===== src/rtl/fetch_queue_ctrl.sv =====
// Two-requester round-robin front end for the dual-push instruction queue:
// shares the push slots, tracks exact occupancy, and drives a valid/ready consumer.
module fetch_queue_ctrl #(
  parameter int DATA_WIDTH = 32,
  parameter int ADDR_WIDTH = 5,
  parameter int CAPACITY   = (1 << ADDR_WIDTH) - 1
) (
  input  logic                  clk,
  input  logic                  reset,
  input  logic                  flush,
  input  logic [1:0]            a_count,
  input  logic [DATA_WIDTH-1:0] a_data0,
  input  logic [DATA_WIDTH-1:0] a_data1,
  output logic [1:0]            a_grant,
  input  logic [1:0]            b_count,
  input  logic [DATA_WIDTH-1:0] b_data0,
  input  logic [DATA_WIDTH-1:0] b_data1,
  output logic [1:0]            b_grant,
  output logic                  out_valid,
  output logic [DATA_WIDTH-1:0] out_data,
  input  logic                  out_ready,
  output logic [ADDR_WIDTH:0]   level,
  output logic                  q_reset,
  output logic                  q_push0,
  output logic [DATA_WIDTH-1:0] q_data0,
  output logic                  q_push1,
  output logic [DATA_WIDTH-1:0] q_data1,
  output logic                  q_pop,
  input  logic [DATA_WIDTH-1:0] q_data_out,
  input  logic                  q_empty,
  input  logic                  q_full
);

  localparam int            OW  = ADDR_WIDTH + 1;
  localparam logic [OW-1:0] CAP = OW'(CAPACITY);
  localparam logic [OW-1:0] TWO = OW'(2);

  function automatic logic [1:0] sat_count(input logic [1:0] c);
    return (c == 2'd3) ? 2'd2 : c;
  endfunction

  function automatic logic [1:0] min2(input logic [1:0] x, input logic [1:0] y);
    return (x < y) ? x : y;
  endfunction

  logic [OW-1:0] occ_q, occ_d;
  logic          prio_q, prio_d;
  logic          out_valid_q, out_valid_d;

  logic          kill;
  logic          pop;
  logic [OW-1:0] free;
  logic [1:0]    allowed;
  logic [1:0]    a_req, b_req, win_req, grant;
  logic          sel_b;

  always_comb begin
    kill  = reset | flush;
    pop   = (occ_q != '0) && (!out_valid_q || out_ready) && !kill;
    free  = CAP - occ_q;
    // A popping cycle gives up the second slot so q_push1 never coincides with q_pop.
    if (kill) begin
      allowed = 2'd0;
    end else if (free >= TWO) begin
      allowed = pop ? 2'd1 : 2'd2;
    end else begin
      allowed = (free == '0) ? 2'd0 : 2'd1;
    end
    a_req   = sat_count(a_count);
    b_req   = sat_count(b_count);
    sel_b   = (a_req != 2'd0 && b_req != 2'd0) ? prio_q : (b_req != 2'd0);
    win_req = sel_b ? b_req : a_req;
    grant   = min2(win_req, allowed);
  end

  assign a_grant   = sel_b ? 2'd0 : grant;
  assign b_grant   = sel_b ? grant : 2'd0;
  assign q_push0   = (grant != 2'd0);
  assign q_push1   = (grant == 2'd2);
  assign q_data0   = sel_b ? b_data0 : a_data0;
  assign q_data1   = sel_b ? b_data1 : a_data1;
  assign q_pop     = pop;
  assign q_reset   = kill;
  assign out_valid = out_valid_q;
  assign out_data  = q_data_out;
  assign level     = occ_q;

  always_comb begin
    occ_d       = occ_q + OW'(grant) - OW'(pop);
    prio_d      = (grant != 2'd0) ? ~sel_b : prio_q;
    out_valid_d = out_valid_q;
    if (pop) begin
      out_valid_d = 1'b1;
    end else if (out_ready) begin
      out_valid_d = 1'b0;
    end
    if (kill) begin
      occ_d       = '0;
      prio_d      = 1'b0;
      out_valid_d = 1'b0;
    end
  end

  always_ff @(posedge clk) begin
    if (reset) begin
      occ_q       <= '0;
      prio_q      <= 1'b0;
      out_valid_q <= 1'b0;
    end else begin
      occ_q       <= occ_d;
      prio_q      <= prio_d;
      out_valid_q <= out_valid_d;
    end
  end

  // The queue's own status flags must track the occupancy kept here.
  a_no_pop_push1: assert property (@(posedge clk) disable iff (reset) !(q_push1 && q_pop));
  a_occ_bound:    assert property (@(posedge clk) disable iff (reset) occ_q <= CAP);
  a_empty_match:  assert property (@(posedge clk) disable iff (reset) q_empty == (occ_q == '0));
  a_full_match:   assert property (@(posedge clk) disable iff (reset) q_full == (occ_q == CAP));
  a_one_winner:   assert property (@(posedge clk) disable iff (reset)
                                   !(a_grant != 2'd0 && b_grant != 2'd0));

endmodule


===== config.mk =====
export PLATFORM = sky130hd
export DESIGN_NAME = fetch_queue_ctrl
export DESIGN_NICKNAME = d
export VERILOG_FILES = /design/src/rtl/fetch_queue_ctrl.sv
export SDC_FILE = /design/constraint.sdc
export NUM_CORES = 1
export LEC_CHECK = 0
export ABC_AREA = 1
export CAP_MARGIN = 20
export CORE_AREA = 2 2 109 111
export DETAILED_ROUTE_END_ITERATION = 8
export DIE_AREA = 0 0 111 113
export GPL_ROUTABILITY_DRIVEN = 1
export PLACE_DENSITY = 0.64
export SLEW_MARGIN = 20
export SYNTH_ARGS = -nofsm -noshare
export SYNTH_HDL_FRONTEND = slang
export SYNTH_SLANG_ARGS = --single-unit

===== constraint.sdc =====
create_clock -name clk -period 3.3 [get_ports clk]
set_input_delay 0.66 -clock clk [delete_from_list [all_inputs] [get_ports clk]]
set_output_delay 0.66 -clock clk [all_outputs]
set_load 0.02 [all_outputs]

# Word-level counts from Yosys, hierarchy flattened
# Cells that the tools add are included.
[op_classes]
n_addsub = 3
magnitude_cmp = 2
n_eq_ne = 3
muxes = 15
n_bitwise = 2
n_reduce_logical = 13
[op_table]
columns = ["cell", "n"]
rows = [
  ["two-way mux 32 bit", 2],
  ["two-way mux 2 bit", 9],
  ["nonzero test 2 bit", 4],
  ["adder 6 x 2 -> 6 bit", 1],
  ["equality test 2 bit (second input constant)", 3],
  [">= comparator 6 x 2 -> 1 bit (second input constant)", 1],
  ["zero test 6 bit", 1],
  ["nonzero test 6 bit", 1],
  ["subtractor 5 x 6 -> 6 bit (first input constant)", 1],
  ["subtractor 6 x 1 -> 6 bit", 1],
  ["two-way mux 1 bit", 4],
  ["logical AND 1 bit", 3],
  ["zero test 1 bit", 2],
  ["< comparator 2 bit", 1],
  ["OR reduction 2 bit", 1],
  ["logical OR 1 bit", 1],
  ["NOT 1 bit", 1],
  ["OR 1 bit", 1],
]
[totals]
register_bits = 8
input_bits = 170
out_inout_bits = 111
elab_cells = 41

# Logic depth before layout (Yosys ltp)
# Gate-level depths: netlist (run 1).
[logic_depth]
depth_word = 11
mapped_depth = 25
mapped_depth_nobuf = 25

# Least setup slack after synthesis (run 1)
# OpenSTA, ideal clock, no wires.
[synth_path]
kind = "input port to flip-flop"
from = "input port a_count[0]"
to = "register occ_q[4] (netlist: level[4])"
setup_ps = 119
t_arrival_ps = 3290
required_ps = 3181
slack_ps = -110
cell_stages = 21
path_buffers = 1
cell_sequence = "inv_1 -> nand2_1 -> a21oi_4 -> inv_2 -> buf_6 -> o21ai_0 -> inv_1 -> ha_1 -> or2_2 -> nand2_1 -> nand2_2 -> nand2_1 -> nand2_1 -> ha_1 -> fa_1 -> nand2_1 -> inv_1 -> o21ai_0 -> nand2_1 -> o21ai_0 -> a21oi_1"
[synth_between]
elab_chain_cells = 10
[synth_rtl]
columns = ["item", "line_no", "text"]
rows = [
  ["from (decl)", "11", "input logic [1:0] a_count,"],
  ["equality test 2 bit", "39", "return (c == 2'd3) ? 2'd2 : c;"],
  ["two-way mux 2 bit (*)", "39", ""],
  ["nonzero test 2 bit", "71", "sel_b = (a_req != 2'd0 && b_req != 2'd0) ? prio_q : (b_req != 2'd0);"],
  ["logical AND 1 bit", "71", ""],
  ["two-way mux 1 bit", "71", ""],
  ["two-way mux 2 bit (*)", "72", "win_req = sel_b ? b_req : a_req;"],
  ["< comparator 2 bit", "43", "return (x < y) ? x : y;"],
  ["two-way mux 2 bit (*)", "43", ""],
  ["adder 6 x 2 -> 6 bit (*)", "89", "occ_d = occ_q + OW'(grant) - OW'(pop);"],
  ["subtractor 6 x 1 -> 6 bit (*)", "89", ""],
  ["to (signal assigned)", "106", "occ_q <= '0;"],
  ["to (signal assigned)", "110", "occ_q <= occ_d;"],
  ["to (decl)", "46", "logic [OW-1:0] occ_q, occ_d;"],
]
# Mark *: on every way between the ends. The rest lies on a longest branch, timed or not.
# A chain may end at the register's enable or synchronous reset.

# Worst setup path after layout (run 1)
[layout_path]
from = "input port a_count[1]"
to = "register occ_q[4] (netlist: level[4])"
# Same word-level chain as after synthesis.

==> impl_summary.txt, run 1 <==
----------------------------------------------------
[Run status]
  Outcome ... complete, no violations

[Global route]
  Overall overflow remaining after global route ... 0
  Pin count of the biggest net entering global routing ... between 60 and 70
  Global-route wire length before repair ... 13,600 um
  Initial antenna violation count ... 0
  GR Util All Layers ... 13.1%
  Vias in the first global route ... roughly 2,700

[Floorplan]
  Core Box Area ... 11,300 um^2
  FP Rows ... 39
  Effective utilization at floorplan ... 16.3%
  Die height ... 113 um
  Boundary Pins ... about 280
  X dimension of the die ... 111 um
  Area of the die ... 12,500 um^2

[CTS]
  Root Driver ... clkbuf_16
  H-tree depth ... 1
  Number of sinks on the clock net ... 8
  Number of buffers on the longest clock path ... 2
  Number of hold buffers added after cts ... 0
  TritonCTS buffer count ... 3
  Clock tree from TritonCTS ... done
  CTS clk-pin slew, worst paths ... 40 ps
  Source-to-sink clock delay at the later pin of the worst-skew pair ... 240 ps

[Setup path]
  Top fanout value on the critical path ... 4
  Sequence of cells on the critical path ... dlygate4sd2_1 -> inv_2 -> nand2_4 -> a21oi_4 -> inv_2 -> o21ai_1 -> inv_1 -> ha_4 -> or2_4 -> nand2_4 -> nand2_4 -> nand2_2 -> nand2_1 -> ha_2 -> fa_2 -> nand2_1 -> inv_1 -> o21ai_1 -> nand2_1 -> o21ai_1 -> a21oi_1
  Slowest cell on the critical path ... fa_2
  Crit path largest cell delay ... 340 ps
  Critical path type ... primary input to flop
  Critical path data required time ... about 3400 ps
  Data arrival time at the worst-slack endpoint ... 3240 ps
  Startpoint Class ... primary input
  Kind of end point of the critical path ... flop

[Yosys]
  Number of nets produced by synthesis ... 546
  Adder-Cell Fraction of Synth Area ... 11.3%
  Area share of and/or/nand/nor cells after synthesis ... 52.4%
  Largest family of logic cells by synthesized area ... simple AND/OR/NAND/NOR gates
  Part of the Yosys area used for sequential elements ... slightly below 9%
  Number of flip-flops and latches in the synthesized netlist ... 8
  Post-synthesis share of cell area spent on xor and xnor gates ... 0%
  Number of distinct standard cells referenced by the synthesized netlist ... 21
  Mapped cell area ... 1830 um^2
  Gate count of the mapped netlist ... 360
  Synthesis warning total ... 0
  Average cell area after synthesis ... a little over 5 um^2
  Synthesized-area fraction occupied by ao, oa, aoi and oai cells ... under 10%
  Portion of netlist area occupied by mux cells ... 0%

[Hold path]
  HP Class ... flop to flop

[STA]
  Period utilisation layout ... roughly 94%
  Hold Vio Cnt, Final ... 0
  Slew at the pin with the worst max-slew slack ... 407 ps
  Max-slew headroom at the worst pin ... 72.9%
  Slew Viols, Final ... 0
  Worst Skew ... roughly 2.2 ps
  Final setup fails ... 0
  Highest attainable clock frequency ... roughly 320 MHz
  Final total negative setup slack ... 0 ps
  Min Tclk post-route ... 3110 ps

[Power]
  Leak pwr ... 2.02 nW
  Power Dens Cells ... ~370 nW/um^2
  Worst vdd ir ... between 0.4 and 0.5 mV

[Final layout]
  Combined flip-flop and latch cell area ... 160 um^2
  Share of post-route cells with drive strength above 1 ... 7.72%
  Footprint of the multi-input gates ... 1290 um^2
  Most frequent cells in the layout ... nand2_1 (212), clkdlybuf4s50_1 (200), inv_1 (23)
  Most common library cell in the layout ignoring fill and taps ... nand2_1
  Final core occ ... 35.9%
  Layout Nets ... approximately 730
  Area overhead of the layout relative to synthesis ... 121%
  Final-layout fill cell count ... 1,236
  N_diodes ... 0
  Number of non-filler instances in the completed layout ... 687

[Place]
  Cell total after placement ... 683
  # port buffers ... 214
  RD Place Congestion ... 0.796
  DP HPWL ... 7260 um

[Route]
  Routed wire length ... 8770 um
  Vias after detailed routing ... 2,723
  Number of DRC markers after the initial detailed-route iteration ... about 100
  Routed Antenna Nets ... 0
  Router iterations before antenna repair ... 4
  Vias per cell ... 3.96
  Per-cell routed wire length ... 12.8 um
  Remaining DRCs ... 0

[Run]
  Total of max-cap violations ... 0

----------------------------------------------------
## kinds of logic after synthesis
logic type,Yosys count
fa+ha+maj,16
buf+inv,76
flops,8
simple gates,249
compound gates,11
## synth_stat cells, drive strengths merged
master / instances / share of area [%]
buf: 45 / 18
nor3: 1 / 0.27
o21ai: 6 / 1.6
nand2: 219 / 46
fa: 1 / 1.1
nor2: 23 / 4.7
ha: 15 / 10
nand3: 3 / 0.82
inv: 30 / 6.1
or2: 1 / 0.34
clkbuf: 1 / 0.20
dfxtp: 8 / 8.7
nand4: 2 / 0.68
a21oi: 5 / 2.0
## power breakdown
group          internal [W]  switching [W]
combinational      0.000552       0.000575
clock              0.000157      0.0000522
sequential         0.000121      0.0000276
total              0.000830       0.000655
## path summary, 6_finish.rpt
check             slack (ps)        from  endpoint  cells past startpoint
setup reg to reg         270    level[3]  level[4]                     22
hold / removal           490      prio_q    prio_q                      2
setup / recovery         190  a_count[1]  level[4]                     21
hold reg to reg          490      prio_q    prio_q                      2
## per-layer routing
metal  global-route usage, %  part of all wire (%)  vias to the layer above
li1                        -                     -                     1404
met1                    14.8                    39                     1165
met2                    24.3                    50                      150
met3                    4.66                   9.9                        4
met4                    1.92                  0.80                        0
met5                       0                     0                        -
## sequential cells by signal (all words and copies together) (netlist names)
register and count:
level 6, out_valid 1, prio_q 1
## per-stage QoR
stage | hold WS [ps] | total power [W] | area, um^2 | worst slack [ps]
final | 491 | 0.00148 | 4050 | 186
after global routing | 569 | 0.00161 | 4050 | -8.61
after CTS | 491 | 0.00149 | 4000 | 3.85
after detailed placement | 482 | 0.00126 | 3930 | -478
after global placement | 494 | 0.00125 | 3930 | -480
after floorplan | 440 | 0.000761 | 1840 | 9.89
## final cells by class
| cell class | count | share of cell area [%] |
|---|---|---|
| flip-flops and latches | 8 | 3.96 |
| inverters | 30 | 2.78 |
| repair buffers | 227 | 55.1 |
| clock buffers | 3 | 1.85 |
| multi-input cells | 276 | 31.8 |
| well taps | 143 | 4.42 |
## worst max-delay path: cells and delay by family
family	cells	cell delay [ps]
AO/OA/AOI/OAI	5	570
adder cells (fa/ha/maj)	3	770
AND/OR/NAND/NOR	8	700
buffers and inverters	5	530
## repair_timing
| item | 4_1_cts | 5_1_grt |
|---|---|---|
| pin swaps | 6 | 13 |
| resized for setup | 30 | 14 |
| buffers inserted | 1 | 1 |
| setup endpoints to repair | 72 | 64 |
Note: power is estimated with default switching activity, not from simulation.
==> run 2, diff against run 1 <==
--- a/config.mk
+++ b/config.mk
@@ -6,13 +6,13 @@
 export NUM_CORES = 1
 export LEC_CHECK = 0
 export ABC_AREA = 1
-export CAP_MARGIN = 20
+export CAP_MARGIN = 0
 export CORE_AREA = 2 2 109 111
 export DETAILED_ROUTE_END_ITERATION = 8
 export DIE_AREA = 0 0 111 113
 export GPL_ROUTABILITY_DRIVEN = 1
 export PLACE_DENSITY = 0.64
-export SLEW_MARGIN = 20
+export SLEW_MARGIN = 30
 export SYNTH_ARGS = -nofsm -noshare
 export SYNTH_HDL_FRONTEND = slang
 export SYNTH_SLANG_ARGS = --single-unit
==> results of run 2 <==
The final DEF is identical to that of run 1; final timing and power are the same.
